<file path="config.mk">
export PLATFORM = sky130hd
export DESIGN_NAME = l2_access_arbiter_flat
export DESIGN_NICKNAME = d
export VERILOG_FILES = /design/src/rtl/cache_pkg.sv /design/src/rtl/l2_access_arbiter_if.sv /design/src/rtl/rr_arbiter2.sv /design/src/rtl/l2_access_arbiter.sv /design/src/flat_wrapper.sv
export SDC_FILE = /design/constraint.sdc
export NUM_CORES = 1
export LEC_CHECK = 0
export CAP_MARGIN = 20
export CORE_ASPECT_RATIO = 1.1
export CORE_MARGIN = 4
export CORE_UTILIZATION = 43
export CTS_CLUSTER_DIAMETER = 200
export DETAILED_ROUTE_END_ITERATION = 8
export GPL_ROUTABILITY_DRIVEN = 0
export MAX_ROUTING_LAYER = met4
export PLACE_DENSITY = 0.81
export SETUP_SLACK_MARGIN = 0.4
export SLEW_MARGIN = 25
export SYNTH_ARGS = -nofsm -noshare
export SYNTH_HDL_FRONTEND = slang
export SYNTH_SLANG_ARGS = --single-unit
</file>
<file path="constraint.sdc">
create_clock -name clk -period 2.5 [get_ports clk]
set_input_delay 0.375 -clock clk [delete_from_list [all_inputs] [get_ports clk]]
set_output_delay 0.375 -clock clk [all_outputs]
set_load 0.02 [all_outputs]
</file>
<file path="src/rtl/cache_pkg.sv">
// Shared constants for the L2 access arbiter: L2 opcodes, hit code, request ops and FSM states.
package cache_pkg;
  localparam logic [6:0] L2_OPC_LOAD  = 7'b0000011;
  localparam logic [6:0] L2_OPC_STORE = 7'b0100011;

  // Only this code counts as a hit; 2'b01 and the undefined codes are all misses.
  localparam logic [1:0] L2_HIT_CODE  = 2'b10;

  typedef enum logic [1:0] {
    OP_LOAD  = 2'b01,
    OP_FLUSH = 2'b10
  } req_op_e;

  localparam logic [2:0] ST_IDLE   = 3'd0;
  localparam logic [2:0] ST_LOOKUP = 3'd1;
  localparam logic [2:0] ST_FILL   = 3'd2;
  localparam logic [2:0] ST_WRITE  = 3'd3;
  localparam logic [2:0] ST_RESP   = 3'd4;

  typedef struct packed {
    logic [1:0]  op;
    logic [31:0] addr;
    logic [31:0] wdata;
  } req_t;
endpackage

</file>
<file path="src/rtl/l2_access_arbiter_if.sv">
// Bundle of the two core request ports and the L2 / dmem side of the arbiter.
interface l2_access_arbiter_if;
  logic        req0, req1;
  logic [1:0]  op0, op1;
  logic [31:0] addr0, addr1, wdata0, wdata1;
  logic        ack0, ack1;
  logic [31:0] rdata;
  logic [6:0]  l2_opcode;
  logic        l2_flush;
  logic [31:0] l2_bus_address, l2_bus_data;
  logic [23:0] l2_bus_tag;
  logic [1:0]  l2_hit;
  logic [31:0] l2_data, dmem_data;
  logic        busy, grant_id;

  modport master (
    output req0, req1, op0, op1, addr0, addr1, wdata0, wdata1, l2_hit, l2_data, dmem_data,
    input  ack0, ack1, rdata, l2_opcode, l2_flush, l2_bus_address, l2_bus_data, l2_bus_tag,
           busy, grant_id
  );

  modport slave (
    input  req0, req1, op0, op1, addr0, addr1, wdata0, wdata1, l2_hit, l2_data, dmem_data,
    output ack0, ack1, rdata, l2_opcode, l2_flush, l2_bus_address, l2_bus_data, l2_bus_tag,
           busy, grant_id
  );
endinterface

</file>
<file path="src/rtl/rr_arbiter2.sv">
// Two-way round-robin pick: rr breaks the tie only when both cores request.
module rr_arbiter2 (
  input  logic [1:0] req,
  input  logic       rr,
  output logic       grant_valid,
  output logic       grant_id
);
  always_comb begin
    grant_valid = |req;
    grant_id    = 1'b0;
    if (req == 2'b11) grant_id = rr;
    else if (req[1])  grant_id = 1'b1;
  end
endmodule

</file>
<file path="src/rtl/l2_access_arbiter.sv">
// Arbitrates two cores onto one L2 port; state | meaning: IDLE wait+arbitrate, LOOKUP L2 probe,
// FILL dmem read for FILL_LAT cycles, WRITE flush beat, RESP one-cycle ack to the owner.
module l2_access_arbiter
  import cache_pkg::*;
#(
  parameter int unsigned FILL_LAT = 2
) (
  input logic               clk,
  input logic               reset,
  l2_access_arbiter_if.slave bus
);
  logic [2:0]  state_q, state_d;
  req_t        txn_q, txn_d, cand;
  logic        grant_q, grant_d, rr_q, rr_d;
  logic [3:0]  cnt_q, cnt_d;
  logic [31:0] rdata_q, rdata_d;
  logic        arb_valid, arb_id;
  logic        ack0_q, ack1_q, flush_q, flush_d;
  logic [6:0]  opcode_q, opcode_d;
  logic [31:0] addr_q, bdata_q, bdata_d;
  logic [23:0] tag_q;

  rr_arbiter2 u_rr (
    .req         ({bus.req1, bus.req0}),
    .rr          (rr_q),
    .grant_valid (arb_valid),
    .grant_id    (arb_id)
  );

  always_comb begin
    state_d    = state_q;
    txn_d      = txn_q;
    grant_d    = grant_q;
    rr_d       = rr_q;
    cnt_d      = cnt_q;
    rdata_d    = rdata_q;
    cand.op    = arb_id ? bus.op1    : bus.op0;
    cand.addr  = arb_id ? bus.addr1  : bus.addr0;
    cand.wdata = arb_id ? bus.wdata1 : bus.wdata0;
    case (state_q)
      ST_IDLE: if (arb_valid) begin
        txn_d   = cand;
        grant_d = arb_id;
        rr_d    = ~arb_id;
        state_d = ST_LOOKUP;
      end
      ST_LOOKUP: begin
        if (txn_q.op == OP_LOAD) begin
          if (bus.l2_hit == L2_HIT_CODE) begin
            rdata_d = bus.l2_data;
            state_d = ST_RESP;
          end else begin
            cnt_d   = 4'(FILL_LAT);
            state_d = ST_FILL;
          end
        end else if (txn_q.op == OP_FLUSH) begin
          state_d = ST_WRITE;
        end else begin
          state_d = ST_RESP;
        end
      end
      ST_FILL: begin
        cnt_d = cnt_q - 4'd1;
        if (cnt_q == 4'd1) begin
          rdata_d = bus.dmem_data;
          state_d = ST_RESP;
        end
      end
      ST_WRITE: state_d = ST_RESP;
      ST_RESP:  state_d = ST_IDLE;
      default:  state_d = ST_IDLE;
    endcase
  end

  // L2-side outputs are decoded from the next state so they line up with the registered state.
  always_comb begin
    opcode_d = '0;
    flush_d  = 1'b0;
    bdata_d  = '0;
    case (state_d)
      ST_LOOKUP: if (txn_d.op == OP_LOAD) opcode_d = L2_OPC_LOAD;
      ST_FILL:   opcode_d = L2_OPC_LOAD;
      ST_WRITE: begin
        opcode_d = L2_OPC_STORE;
        flush_d  = 1'b1;
        bdata_d  = txn_d.wdata;
      end
      default: ;
    endcase
  end

  always_ff @(posedge clk or negedge reset) begin
    if (!reset) begin
      state_q  <= ST_IDLE;
      txn_q    <= '0;
      grant_q  <= 1'b0;
      rr_q     <= 1'b0;
      cnt_q    <= '0;
      rdata_q  <= '0;
      ack0_q   <= 1'b0;
      ack1_q   <= 1'b0;
      opcode_q <= '0;
      flush_q  <= 1'b0;
      addr_q   <= '0;
      bdata_q  <= '0;
      tag_q    <= '0;
    end else begin
      state_q  <= state_d;
      txn_q    <= txn_d;
      grant_q  <= grant_d;
      rr_q     <= rr_d;
      cnt_q    <= cnt_d;
      rdata_q  <= rdata_d;
      ack0_q   <= (state_d == ST_RESP) && !grant_d;
      ack1_q   <= (state_d == ST_RESP) && grant_d;
      opcode_q <= opcode_d;
      flush_q  <= flush_d;
      addr_q   <= (state_d != ST_IDLE) ? txn_d.addr : '0;
      bdata_q  <= bdata_d;
      tag_q    <= (state_d != ST_IDLE) ? {txn_d.addr[31:9], 1'b0} : '0;
    end
  end

  assign bus.ack0           = ack0_q;
  assign bus.ack1           = ack1_q;
  assign bus.rdata          = rdata_q;
  assign bus.l2_opcode      = opcode_q;
  assign bus.l2_flush       = flush_q;
  assign bus.l2_bus_address = addr_q;
  assign bus.l2_bus_data    = bdata_q;
  assign bus.l2_bus_tag     = tag_q;
  assign bus.busy           = (state_q != ST_IDLE);
  assign bus.grant_id       = grant_q;
endmodule

</file>
<file path="src/flat_wrapper.sv">
// flat-port wrapper written by rule: the top's interface ports become plain ports
module l2_access_arbiter_flat import cache_pkg::*;
#(
  parameter int unsigned FILL_LAT = 2
)
  (clk, reset, bus_req0, bus_req1, bus_op0, bus_op1, bus_addr0, bus_addr1, bus_wdata0, bus_wdata1, bus_l2_hit, bus_l2_data, bus_dmem_data, bus_ack0, bus_ack1, bus_rdata, bus_l2_opcode, bus_l2_flush, bus_l2_bus_address, bus_l2_bus_data, bus_l2_bus_tag, bus_busy, bus_grant_id);
  l2_access_arbiter_if bus_i ();
  input logic clk;
  input logic reset;
  input wire logic [$bits(bus_i.req0)-1:0] bus_req0;
  input wire logic [$bits(bus_i.req1)-1:0] bus_req1;
  input wire logic [$bits(bus_i.op0)-1:0] bus_op0;
  input wire logic [$bits(bus_i.op1)-1:0] bus_op1;
  input wire logic [$bits(bus_i.addr0)-1:0] bus_addr0;
  input wire logic [$bits(bus_i.addr1)-1:0] bus_addr1;
  input wire logic [$bits(bus_i.wdata0)-1:0] bus_wdata0;
  input wire logic [$bits(bus_i.wdata1)-1:0] bus_wdata1;
  input wire logic [$bits(bus_i.l2_hit)-1:0] bus_l2_hit;
  input wire logic [$bits(bus_i.l2_data)-1:0] bus_l2_data;
  input wire logic [$bits(bus_i.dmem_data)-1:0] bus_dmem_data;
  output wire logic [$bits(bus_i.ack0)-1:0] bus_ack0;
  output wire logic [$bits(bus_i.ack1)-1:0] bus_ack1;
  output wire logic [$bits(bus_i.rdata)-1:0] bus_rdata;
  output wire logic [$bits(bus_i.l2_opcode)-1:0] bus_l2_opcode;
  output wire logic [$bits(bus_i.l2_flush)-1:0] bus_l2_flush;
  output wire logic [$bits(bus_i.l2_bus_address)-1:0] bus_l2_bus_address;
  output wire logic [$bits(bus_i.l2_bus_data)-1:0] bus_l2_bus_data;
  output wire logic [$bits(bus_i.l2_bus_tag)-1:0] bus_l2_bus_tag;
  output wire logic [$bits(bus_i.busy)-1:0] bus_busy;
  output wire logic [$bits(bus_i.grant_id)-1:0] bus_grant_id;
  assign bus_i.req0 = bus_req0;
  assign bus_i.req1 = bus_req1;
  assign bus_i.op0 = bus_op0;
  assign bus_i.op1 = bus_op1;
  assign bus_i.addr0 = bus_addr0;
  assign bus_i.addr1 = bus_addr1;
  assign bus_i.wdata0 = bus_wdata0;
  assign bus_i.wdata1 = bus_wdata1;
  assign bus_i.l2_hit = bus_l2_hit;
  assign bus_i.l2_data = bus_l2_data;
  assign bus_i.dmem_data = bus_dmem_data;
  assign bus_ack0 = bus_i.ack0;
  assign bus_ack1 = bus_i.ack1;
  assign bus_rdata = bus_i.rdata;
  assign bus_l2_opcode = bus_i.l2_opcode;
  assign bus_l2_flush = bus_i.l2_flush;
  assign bus_l2_bus_address = bus_i.l2_bus_address;
  assign bus_l2_bus_data = bus_i.l2_bus_data;
  assign bus_l2_bus_tag = bus_i.l2_bus_tag;
  assign bus_busy = bus_i.busy;
  assign bus_grant_id = bus_i.grant_id;
  l2_access_arbiter #(.FILL_LAT(FILL_LAT)) u_core (.clk(clk), .reset(reset), .bus(bus_i));
endmodule
</file>
==> results by group <==
Power and ir drop
  • Internal Power: between 8 and 9 mW
  • Final Power: roughly 14 mW
  • Reg power frac: between 30% and 40%
  • Pwr Density: roughly 1200 nW/µm²
  • Switching part of the total: 39.19%
  • Total net switching power: 5.341 mW
  • Worst vdd ir: roughly 560 µV
  • Combinational share of power: 48.1%
  • Clock Power Share: 18.8%
  • Lkg Pwr: about 5 nW

Synthesis
  • Post-Synth XOR/XNOR Area: 0.2242%
  • #FFs+latches synth: 176
  • Synth Area in Adders: less than 1%
  • Top-area cell type share of the netlist area: a little under three fifths
  • EDFF count, synth: 0
  • Post-synthesis cell count: 700
  • YS warnings: 0
  • Asr flop ratio synth: between 90% and 100%
  • Multiplexer share of the synthesized area: roughly 8.6%
  • Synth Area in Simple Gates: a little under an eighth
  • Largest family of logic cells by synthesized area: compound AO/OA/AOI/OAI gates
  • Mean Syn Cell Area: about 11 µm²
  • Netlist cell types: 37
  • Complex-gate fraction of the synthesized area: 16.61%
  • Register area share after synthesis: 56.37%
  • Dominant cell type by area after synthesis: dfrtp_1
  • Cell Area, Synth: just under 8000 µm²
  • Ranking of synthesized cells by area: dfrtp_1, mux2i_1, a211oi_1, nor2_1, a211oi_2
  • Most used DFF post-synth: dfrtp_1

Drt
  • Avg WL per Cell: 17.37 µm
  • Final ANT Viol Nets: 0
  • First-pass DRT Iterations: 4
  • Total Wirelength: ~22000 µm
  • Drc violations: 0
  • Via/cell ratio: slightly above 5
  • Initial drt markers: 326
  • Vias: roughly 6400

Global routing
  • Grt total ovfl: 0
  • Antenna violations before repair: 0
  • Wire length of the first global-routing pass: between 30000 and 40000 µm
  • Largest net degree at the start of global routing: around 110
  • Vias in the first global route: 6142
  • Total GRT Usage: 21.30%

Timing
  • Fin Clk Skew: approximately 11 ps
  • Max_slew headroom: between 50% and 60%
  • Final Hold Fails: 0
  • Final period util: 79.63%
  • Min Tclk post-route: around 2000 ps
  • RSZ-0062 raised after global routing: false
  • Setup violators final: 0
  • Setup TNS: 0 ps
  • Slew Limit Fails: 0
  • Max Freq: roughly 0.5 GHz
  • Worst-Margin Slew: between 600 and 700 ps

Layout
  • N_diodes: 0
  • NumNets Final: approximately 1200
  • Final Cell Area: 11800 µm²
  • Filler cell count: around 1300
  • Layout area overhead: 51.07%
  • Layout cell share with drive strength beyond 1: ~9.7%

Worst hold path
  • Tightest Hold Check Type: register to register

Setup path
  • Element type at the critical path start: register
  • Crit path cell chain: nor3_4, inv_1, dlygate4sd2_1
  • Critical Path Fanout Max: 5
  • Critical-path top delay cell: dfrtp_1
  • Critical path's largest stage delay: 460 ps
  • Crit path arrival time: between 1500 and 2000 ps
  • Worst setup path class: register to output pin
  • Worst EP required: ~2100 ps
  • Endpoint class of the critical path: output pin

Clock tree
  • Clock tree root driver cell: clkbuf_16
  • CTS max path bufs: 2
  • CTS buffer count: 17
  • Clock Latency Late Sink: 420 ps
  • CTS clk-pin slew, worst paths: around 70 ps
  • H-Tree Depth: 4
  • CTS sink count: approximately 180
  • TritonCTS clock tree: built

Floorplan
  • Die area: 20390 µm²
  • Io pins: 334
  • Core area: ~18000 µm²
  • Num rows: 51
  • Die height: 149.4 µm
  • Initial Utilization: between 40% and 50%
  • Die width: roughly 140 µm

Flow run
  • Max_cap viols: 0

Placement
  • Hpwl dp: about 16000 µm
  • PortBufs: about 330
  • Placed Instance Area: 11190 µm²

Outcome
  • Status: completed
per-layer routing:
metal	up-vias	track usage [%]	share of wire (%)
li1	3019	-	-
met4	0	8.216	2.6
met3	34	4.622	7.2
met1	3073	26.29	39
met2	244	34.32	51
met5	-	-	0
cells by family (layout without fill, tap and decap cells):
logic type / after synthesis / after routing
adders and majority gates: 2 / 2
DFF: 176 / 176
AOI/OAI and AO/OA: 176 / 176
other: 1 / 5
xor gates and xnor gates: 2 / 2
buffers and inverters: 87 / 388
muxes: 67 / 67
and+or+nand+nor: 189 / 189
power by group through the flow:
stage / Combinational (mW) / Sequential [mW] / Clock, mW
floorplan: 3.47 / 5.17 / 0
global placement: 6.41 / 4.51 / 0
detailed placement: 6.54 / 4.57 / 0
CTS: 6.56 / 4.52 / 2.63
global route: 7.11 / 4.62 / 2.75
finish: 6.55 / 4.51 / 2.56
metrics by stage:
stage | setup slack [ps] | std cells | util, % | hold WS (ps)
after floorplan | 748.6 | 704 | - | 79.41
after global placement | 354.5 | 1208 | 62.84 | 406.2
after detailed placement | 295.1 | 1208 | 62.84 | 409.3
after CTS | 455.2 | 1241 | 66.16 | 486.1
after global routing | 404.7 | 1243 | 66.29 | 507.5
final | 509.2 | 1243 | 66.29 | 478.9
worst paths after layout:
path                       cells after the start                 start                       endpoint  slack (ps)
hold reg to reg                                2  u_core.bus.rdata[19]           u_core.bus.rdata[19]         480
setup / recovery                               3     u_core.state_q[2]                       bus_busy         510
setup reg to reg                               5     u_core.state_q[0]  u_core.bus.l2_bus_address[18]         570
min in group asynchronous                      2                 reset               u_core.txn_q[36]         520
max in group asynchronous                      3                 reset     u_core.bus.l2_bus_data[23]        1210
hold / removal                                 2  u_core.bus.rdata[19]           u_core.bus.rdata[19]         480
state kept, by name (all words and copies together), names as in the netlist, 2 cells and up:
signal and count:
u_core.bus.l2_bus_address 31, u_core.bus.rdata 32, u_core.state_q 3, u_core.bus.l2_opcode 2, u_core.txn_q 66, u_core.cnt_q 4
u_core.bus.l2_bus_data 32
cells in the final DEF (no fill, tap or decap), types with 6 or more instances in the layout:
| cell | netlist | routed |
|---|---|---|
| mux2i_1 | 67 | 67 |
| nand2_1 | 37 | 36 |
| a21oi_1 | 33 | 33 |
| a211oi_1 | 66 | 66 |
| a211oi_2 | 30 | 30 |
| o21ai_0 | 40 | 39 |
| buf_4 | 34 | 13 |
| nor2_1 | 101 | 101 |
| clkbuf_16 | 0 | 18 |
| buf_12 | 0 | 6 |
| and3_1 | 32 | 32 |
| dfrtp_1 | 176 | 176 |
| clkdlybuf4s50_1 | 0 | 326 |
synthesized netlist by cell type (2+ instances only):
| master | number |
|---|---|
| nor2_1 | 101 |
| and3_1 | 32 |
| nand2b_1 | 5 |
| nand2_1 | 37 |
| inv_1 | 5 |
| buf_1 | 3 |
| mux2i_1 | 67 |
| nor3b_1 | 2 |
| a211oi_1 | 66 |
| dfrtp_1 | 176 |
| buf_2 | 22 |
| a211oi_2 | 30 |
| buf_4 | 34 |
| buf_6 | 3 |
| a21o_1 | 3 |
| o21ai_0 | 40 |
| a21oi_1 | 33 |
| clkbuf_1 | 19 |
| ha_1 | 2 |
| nor2b_1 | 3 |
worst max-delay path: cells and delay by family (launching register included):
kind	cells	cell delay (ps)
and+or+nand+nor	1	260
DFF	1	460
buffers and inverters	2	480
area by class of cell:
cell class	instances	area, µm²	area share (%)
Sequential cell	176	4404	37.32
Clock buffer	17	425.4	3.604
Multi-Input combinational cell	441	2959	25.07
Clock inverter	15	146.4	1.240
Tap cell	238	297.8	2.523
Inverter	6	22.52	0.1908
Timing Repair Buffer	350	3547	30.05
timing repair:
action                     4_1_cts  5_1_grt
buffers inserted                 0        1
hold endpoints to repair        61        0
pin swaps                        0        1
cloned                           0        1
hold buffers                     1        0
setup endpoints to repair       33       11
gates resized for setup          3        2
No activity file was read; power rests on OpenSTA's default activity.
